`config.mk`:
```
export PLATFORM = sky130hd
export DESIGN_NAME = filter_mem_bank
export DESIGN_NICKNAME = d
export VERILOG_FILES = /design/src/rtl/filter_mem_bank.sv
export SDC_FILE = /design/constraint.sdc
export NUM_CORES = 1
export LEC_CHECK = 0
export CAP_MARGIN = 20
export CORE_ASPECT_RATIO = 0.7
export CORE_MARGIN = 3
export CORE_UTILIZATION = 55
export CTS_CLUSTER_SIZE = 28
export DETAILED_ROUTE_END_ITERATION = 7
export PLACE_DENSITY_LB_ADDON = 0.12
export SYNTH_ARGS = -nofsm -noshare
export SYNTH_HDL_FRONTEND = slang
export SYNTH_SLANG_ARGS = --single-unit
```
`constraint.sdc`:
```
create_clock -name clk -period 10.95 [get_ports clk]
set_clock_uncertainty 0.1 [all_clocks]
set_input_delay 3.285 -clock clk [delete_from_list [all_inputs] [get_ports clk]]
set_output_delay 3.285 -clock clk [all_outputs]
set_load 0.05 [all_outputs]
```
`src/rtl/filter_mem_bank.sv`:
```
// Multi-bank filter-weight store: NoC writes fill per-bank load bitmaps;
// rd_start streams one full DEPTH_F x DEPTH_F filter row-major to the PEs.
//
// Ports:
//   clk, rst_n                      clock, synchronous active-low reset
//   wr_valid/wr_ready               write handshake
//   wr_addr, wr_data                {bank, index} address and weight
//   clr                             clear all load bitmaps (data kept)
//   rd_start, rd_bank               request a stream of one bank
//   out_valid/out_ready             stream handshake
//   out_data, out_idx, out_last     streamed weight, its index, final beat
//   bank_loaded                     per-bank "all entries written" flags
//   addr_err, rd_err                one-cycle error pulses
module filter_mem_bank #(
  parameter int WIDTH_DATA = 8,
  parameter int WIDTH_ADDR = 12,
  parameter int DEPTH_F    = 5,
  parameter int NUM_BANKS  = 4,
  localparam int N      = DEPTH_F * DEPTH_F,
  localparam int IDX_W  = $clog2(N),
  localparam int BANK_W = (NUM_BANKS > 1) ? $clog2(NUM_BANKS) : 1
) (
  input  logic                  clk,
  input  logic                  rst_n,
  input  logic                  wr_valid,
  output logic                  wr_ready,
  input  logic [WIDTH_ADDR-1:0] wr_addr,
  input  logic [WIDTH_DATA-1:0] wr_data,
  input  logic                  clr,
  input  logic                  rd_start,
  input  logic [BANK_W-1:0]     rd_bank,
  output logic                  out_valid,
  input  logic                  out_ready,
  output logic [WIDTH_DATA-1:0] out_data,
  output logic [IDX_W-1:0]      out_idx,
  output logic                  out_last,
  output logic [NUM_BANKS-1:0]  bank_loaded,
  output logic                  addr_err,
  output logic                  rd_err
);

  localparam int BF_W = WIDTH_ADDR - IDX_W;

  typedef enum logic {
    IDLE,
    STREAM
  } state_t;

  state_t state_q, state_d;

  logic [IDX_W-1:0]  idx_q, idx_d;
  logic [BANK_W-1:0] bank_q, bank_d;
  logic              rd_err_d;

  logic [WIDTH_DATA-1:0] mem [NUM_BANKS][N];
  logic [NUM_BANKS-1:0][N-1:0] bitmap;

  logic [IDX_W-1:0]  wr_idx;
  logic [BF_W-1:0]   wr_bf;
  logic [BANK_W-1:0] wr_bsel;
  logic              wr_ok;
  logic              wr_fire;
  logic              rd_ok;

  assign wr_idx  = wr_addr[IDX_W-1:0];
  assign wr_bf   = wr_addr[WIDTH_ADDR-1:IDX_W];
  assign wr_bsel = wr_bf[BANK_W-1:0];

  // Full-width bank compare: nonzero upper bits make the address invalid.
  assign wr_ok = ({1'b0, wr_idx} < (IDX_W+1)'(N)) &&
                 (wr_bf < BF_W'(NUM_BANKS));

  // The bank being streamed is frozen so the stream sees stable data.
  assign wr_ready = rst_n &&
                    !(state_q == STREAM && wr_bf == BF_W'(bank_q));

  assign wr_fire = wr_valid && wr_ready;

  always_comb begin
    for (int b = 0; b < NUM_BANKS; b++) begin
      bank_loaded[b] = &bitmap[b];
    end
  end

  assign rd_ok = ({1'b0, rd_bank} < (BANK_W+1)'(NUM_BANKS)) &&
                 bank_loaded[rd_bank];

  always_ff @(posedge clk) begin
    if (!rst_n) begin
      for (int b = 0; b < NUM_BANKS; b++) begin
        for (int i = 0; i < N; i++) begin
          mem[b][i] <= '0;
        end
      end
      bitmap   <= '0;
      addr_err <= 1'b0;
    end else begin
      addr_err <= wr_fire && !wr_ok;
      if (clr) begin
        bitmap <= '0;
      end
      // Placed after clr so a coincident write keeps its bit.
      if (wr_fire && wr_ok) begin
        mem[wr_bsel][wr_idx]    <= wr_data;
        bitmap[wr_bsel][wr_idx] <= 1'b1;
      end
    end
  end

  always_ff @(posedge clk) begin
    if (!rst_n) begin
      state_q <= IDLE;
      idx_q   <= '0;
      bank_q  <= '0;
      rd_err  <= 1'b0;
    end else begin
      state_q <= state_d;
      idx_q   <= idx_d;
      bank_q  <= bank_d;
      rd_err  <= rd_err_d;
    end
  end

  always_comb begin
    state_d  = state_q;
    idx_d    = idx_q;
    bank_d   = bank_q;
    rd_err_d = 1'b0;
    unique case (state_q)
      IDLE: begin
        if (rd_start) begin
          if (rd_ok) begin
            state_d = STREAM;
            bank_d  = rd_bank;
            idx_d   = '0;
          end else begin
            rd_err_d = 1'b1;
          end
        end
      end
      STREAM: begin
        if (out_ready) begin
          if (idx_q == IDX_W'(N-1)) begin
            state_d = IDLE;
          end else begin
            idx_d = idx_q + IDX_W'(1);
          end
        end
      end
      default: state_d = IDLE;
    endcase
  end

  assign out_valid = (state_q == STREAM);
  assign out_data  = mem[bank_q][idx_q];
  assign out_idx   = idx_q;
  assign out_last  = out_valid && (idx_q == IDX_W'(N-1));

endmodule
```
[Yosys cells after proc, flatten, opt, wreduce, memory -nomap -nowiden]
Memory sizes are Yosys's and may differ from the RTL's. A register that Yosys moved wholly into a read port is not among the register bits.
Index checks and enable logic that the tools add are counted.
Word-level totals
  bits in registers: 110
  memory bits (writable): 800
  bits of input ports: 28
  output and inout port bits: 22
  word-level logic and storage cells: 87
  memories: 1
Memories
  mem: depth 4, bits a word 200, read ports 1, clocked after Yosys merged registers in 1, write ports 4, line 55  | logic [WIDTH_DATA-1:0] mem [NUM_BANKS][N];
Operators by class
  add/sub/neg operators: 1
  order comparisons: 10
  eq/ne operators: 6
  mux-type cells: 34
  bitwise logic cells: 6
  reduce and logical (&&, ||, !) cells: 20
Operator list (count)
  $mux W200: 3
  $mux W100: 3
  $reduce_or A200 Y1: 1
  $or A100 B100 Y100: 1
  $reduce_and A25 Y1: 4
  $demux W25 S2: 1
  $bmux W8 S5: 1
  $demux W8 S5: 1
  $mux W25: 1
  $mux W8: 3
  $mux W5: 4
  $ge A6 B6 Y1 const B: 2
  $not A5 Y6: 2
  $logic_and A1 B1 Y1: 10
  $mux W1: 10
  $pmux W5 S2: 1
  $ne A2 B2 Y1 const B: 4
  $eq A7 B2 Y1: 1
  $lt A7 B3 Y1 const B: 1
  $lt A2 B3 Y1 const B: 2
  $lt A5 B6 Y1 const B: 1
  $lt A6 B1 Y1 const B: 1
  $mux W2: 3
  $add A5 B1 Y5 const B: 1
  other kinds (12): 15

[Depth between registers and ports, before layout]
  word-level depth: 11
  gate-level depth with buffers: 10
  depth with buffers taken out: 6

[Worst setup path before layout]
No wires, ideal clock.
  path kind: input to output
  from: in wr_addr[10]
  to: out wr_ready
  arrival: 4.317 ns
  data required time: 7.565 ns
  slack: 3.248 ns
  stages on the path: 2
  buffers on the path: 0
  cells stage by stage: or4_1 > o31a_1
Between the ends
  longest elaborated chain between the ends: 4
RTL lines
  start, declared: line 27  | input logic [WIDTH_ADDR-1:0] wr_addr,
  $eq A7 B2 Y1: line 75  | !(state_q == STREAM && wr_bf == BF_W'(bank_q));
  $logic_and A1 B1 Y1: line 75
  $logic_not A1 Y1: line 75
  $logic_and A1 B1 Y1: line 74  | assign wr_ready = rst_n &&
  end, declared: line 26  | output logic wr_ready,
Every way passes these cells.

[Worst setup path in the final report]
  from: in wr_addr[5]
  to: out wr_ready
The elaborated chain is that of the path after synthesis.

==> out/summary.txt <==
Starting density of the core: 56.2%
H-tree level count: 3
Worst-case clock buffer depth: 3
Reg2reg end: out_idx[2]
Grt met3 use: 6.93%
Routed Antenna Nets: 0
# hold bufs at CTS: 0
WHS: 480 ps
Layout area overhead: 10.5%
Unique cell type count in the Yosys netlist: 65
Die Ht: 236 um
Vias per cell: 6.36
Hold_sp: bitmap[11]
Grt total ovfl: 0
DRT iter0 DRCs: 4161
Type of the worst setup path: in -> out
PnR worst setup slack: 2080 ps
EDFF count, synth: 800
Die width: 335 um
Max frequency: 113 MHz
First-pass GRT wire length: 175000 um
Pin count of the biggest net entering global routing: 101
Final Setup Violations: 0
Hold crit path type: reg -> reg
Syn Area/Cell: 14.0 sq um
RSZ-0062 raised after global routing: false
CP bufs+invs: 2
Critical path endpoint category: output pin
Post-CTS Setup Bufs: 0
Cell count of the worst reg-to-reg path: 7
DR DRC count: 0
Syn Std Cell Area: 0.0417 sq mm
Clk Latency, worst-skew pair: 640 ps
Met2 global-route usage: 42.4%
Largest stage delay, worst path: 710 ps
Worst setup SP type: input port
Critical path cell sequence: clkdlybuf4s50_1, xnor2_1, nand3_1, o31a_1, clkdlybuf4s50_1
Drt total wl: 119000 um
CP Max Fanout: 10
Rel. slew slack: 10.8%
Clock sinks: 912
Dpl hpwl: 79100 um
WL/cell: 29.2 um
Ys async rst share: 0%
Leak: 16.1 nW
Routability cong.: 0.920
Post-layout total power: 7.16 mW
Resize count post-CTS: 0
Final Cycle Share: 81.0%
Most frequent CP cell: clkdlybuf4s50_1
Nets: 3075
Slew @ Worst Pin: 1320 ps
Io pins: 50
Die Area: 0.0793 sq mm
Syn Inst Count: 2991
Fin. Hold Viols: 0
Port Buffer Count: 49
Num CTS Buffers: 88
Register area share after synthesis: 62.9%
Clock-pin slew on the worst setup and hold paths: 60 ps
CTS root buffer: clkbuf_16
CP delay by family, top: buffers and inverters
Final TNS setup: 0 ps
Number of fill cells in the layout: 5501
Met1 Use GR: 48.0%
Busiest layer in global routing: met1
DRT Pass-1 Iters: 6
Clock period minus worst slack: 8870 ps
Syn. warnings: 0
Fin util: 62.1%
CTS tree: built
Commonest register cell after synthesis: edfxtp_1
Status: completed
Worst Setup Slack post-DPL: 2110 ps
Share of cells above drive strength 1: 16.0%
Reg2reg setup slack: 7500 ps
Cell Rows: 83
Flops & latches, synth: 912
Number of global-route vias before repair: 25105
Critical Path RT: 7570 ps
Slowest stage cell, crit path: clkdlybuf4s50_1
Power Dens Cells: 155 mW/mm^2
Fin. max-slew vios: 0
CP arrival: 5480 ps
Cell depth of the worst hold path: 2
Reg-to-Reg Start: out_idx[0]
Post-synthesis net count: 3021
Max-cap viol count: 0
Hold worst-path end: bitmap[11]
Initial antenna violation count: 3
Worst vdd ir: 0.000117 V
Vias: 25986
Core Area: 0.0743 sq mm
GRT Total Usage: 30.3%
[worst max-delay path by stage]
stage                start  endpoint  slack, ps  cells after the start
2_1_floorplan  wr_addr[10]  wr_ready       3250                      2
3_3_place_gp    wr_addr[5]  wr_ready       2150                      5
3_5_place_dp    wr_addr[6]  wr_ready       2110                      5
4_1_cts         wr_addr[6]  wr_ready       2100                      5
5_1_grt         wr_addr[5]  wr_ready       2010                      5
6_report        wr_addr[5]  wr_ready       2080                      5
[per-stage QoR]
stage               instance area (sq um)  std cells
CTS                                 46100       4084
detailed placement                  43500       3930
global placement                    43400       3912
finish                              46100       4088
floorplan                           41700       2991
global route                        46100       4086
[synthesized netlist by cell type (5+ instances only)]
cell | instances | area (sq um)
o22ai_1 | 9 | 56.3
a31oi_1 | 6 | 37.5
and2_1 | 806 | 5040
o221ai_1 | 27 | 236
nor2_1 | 51 | 191
buf_2 | 31 | 155
a211o_1 | 5 | 43.8
nor2b_1 | 113 | 707
mux4_2 | 149 | 3360
a211oi_1 | 20 | 150
nor3_1 | 8 | 40.0
nand3_1 | 13 | 65.1
edfxtp_1 | 800 | 24000
a32oi_1 | 5 | 43.8
a22o_1 | 10 | 87.6
nand2b_1 | 7 | 43.8
a22oi_1 | 19 | 143
nand4_1 | 32 | 200
buf_1 | 12 | 45.0
o21a_1 | 101 | 758
and3_1 | 7 | 43.8
clkbuf_1 | 162 | 608
mux2i_1 | 115 | 1150
nor4_1 | 7 | 43.8
a21oi_1 | 29 | 145
nand2_1 | 59 | 221
o21ai_0 | 111 | 556
mux2_2 | 8 | 90.1
a221oi_1 | 10 | 87.6
nor2_2 | 60 | 375
buf_6 | 10 | 113
inv_1 | 5 | 18.8
dfxtp_1 | 112 | 2240
buf_4 | 13 | 97.6
[power breakdown]
part	total [mW]	switching (mW)	internal (mW)
Combinational	0.358	0.248	0.110
Clock	2.91	1.28	1.63
Sequential	3.89	0.0316	3.86
Total	7.16	1.56	5.60
[cell type report]
class | count | area, sq um | area share [%]
sequential | 912 | 26300 | 57.0
timing repair buffer | 192 | 1520 | 3.30
inverter | 7 | 26.3 | 0.0570
tap | 977 | 1220 | 2.65
clock buffer | 125 | 2380 | 5.16
antenna | 2 | 5.00 | 0.0108
clock inverter | 29 | 259 | 0.561
multi-input combinational | 1844 | 14400 | 31.3
[logic make-up (layout without fill, tap and decap cells)]
logic type | Yosys count | count (layout) | synth area share (%)
compound gates | 382 | 382 | 6.27
xor+xnor | 3 | 3 | 0.0630
fa+ha+maj | 2 | 2 | 0.0599
buf+inv | 235 | 353 | 2.50
flops | 912 | 912 | 62.9
mux | 272 | 272 | 11.0
other cells | 0 | 2 | 0
simple gates | 1185 | 1185 | 17.2
[tightest hold or removal path, cell delays in order (launching register included)]
cell,delay (ps)
dfxtp_1,320
nor2b_1,130
o21a_1,110
[per-layer routing]
metal / vias up / share of wire [%]
met2: 1671 / 42
met1: 13030 / 42
met5: - / 0
li1: 11087 / -
met3: 198 / 13
met4: 0 / 2.5
[sequential cells by signal, summed over array words and instances, names as in the netlist, named ones only]
name	count
out_idx	5
mem	800
rd_err	1
addr_err	1
bank_q	2
out_valid	1
bitmap	100
[cells in the final DEF, fill, tap and decap left out, types with 6 or more instances in the layout]
master           Yosys  layout
clkbuf_16            0      89
a22oi_1             19      19
nand4_1             32      32
a221oi_1            10      10
mux2i_1            115     115
o21ai_0            111     111
a22o_1              10      10
and3_1               7       7
nor4_1               7       7
nor2_2              60      61
and2_1             806     806
a31oi_1              6       6
mux2_2               8       8
nand2_1             59      59
a21oi_1             29      29
nor3_1               8       8
edfxtp_1           800     800
nor2_1              51      50
o22ai_1              9       9
nor2b_1            113     111
clkdlybuf4s50_1      0      39
nand3_1             13      13
buf_2               31      13
dfxtp_1            112     108
a211oi_1            20      20
buf_4               13     138
clkinv_2             0      11
nand2b_1             7       7
clkinv_1             2      14
mux4_2             149     149
clkbuf_1           162      34
o221ai_1            27      27
o21a_1             101     101
Note: power is estimated with default switching activity, not from simulation.
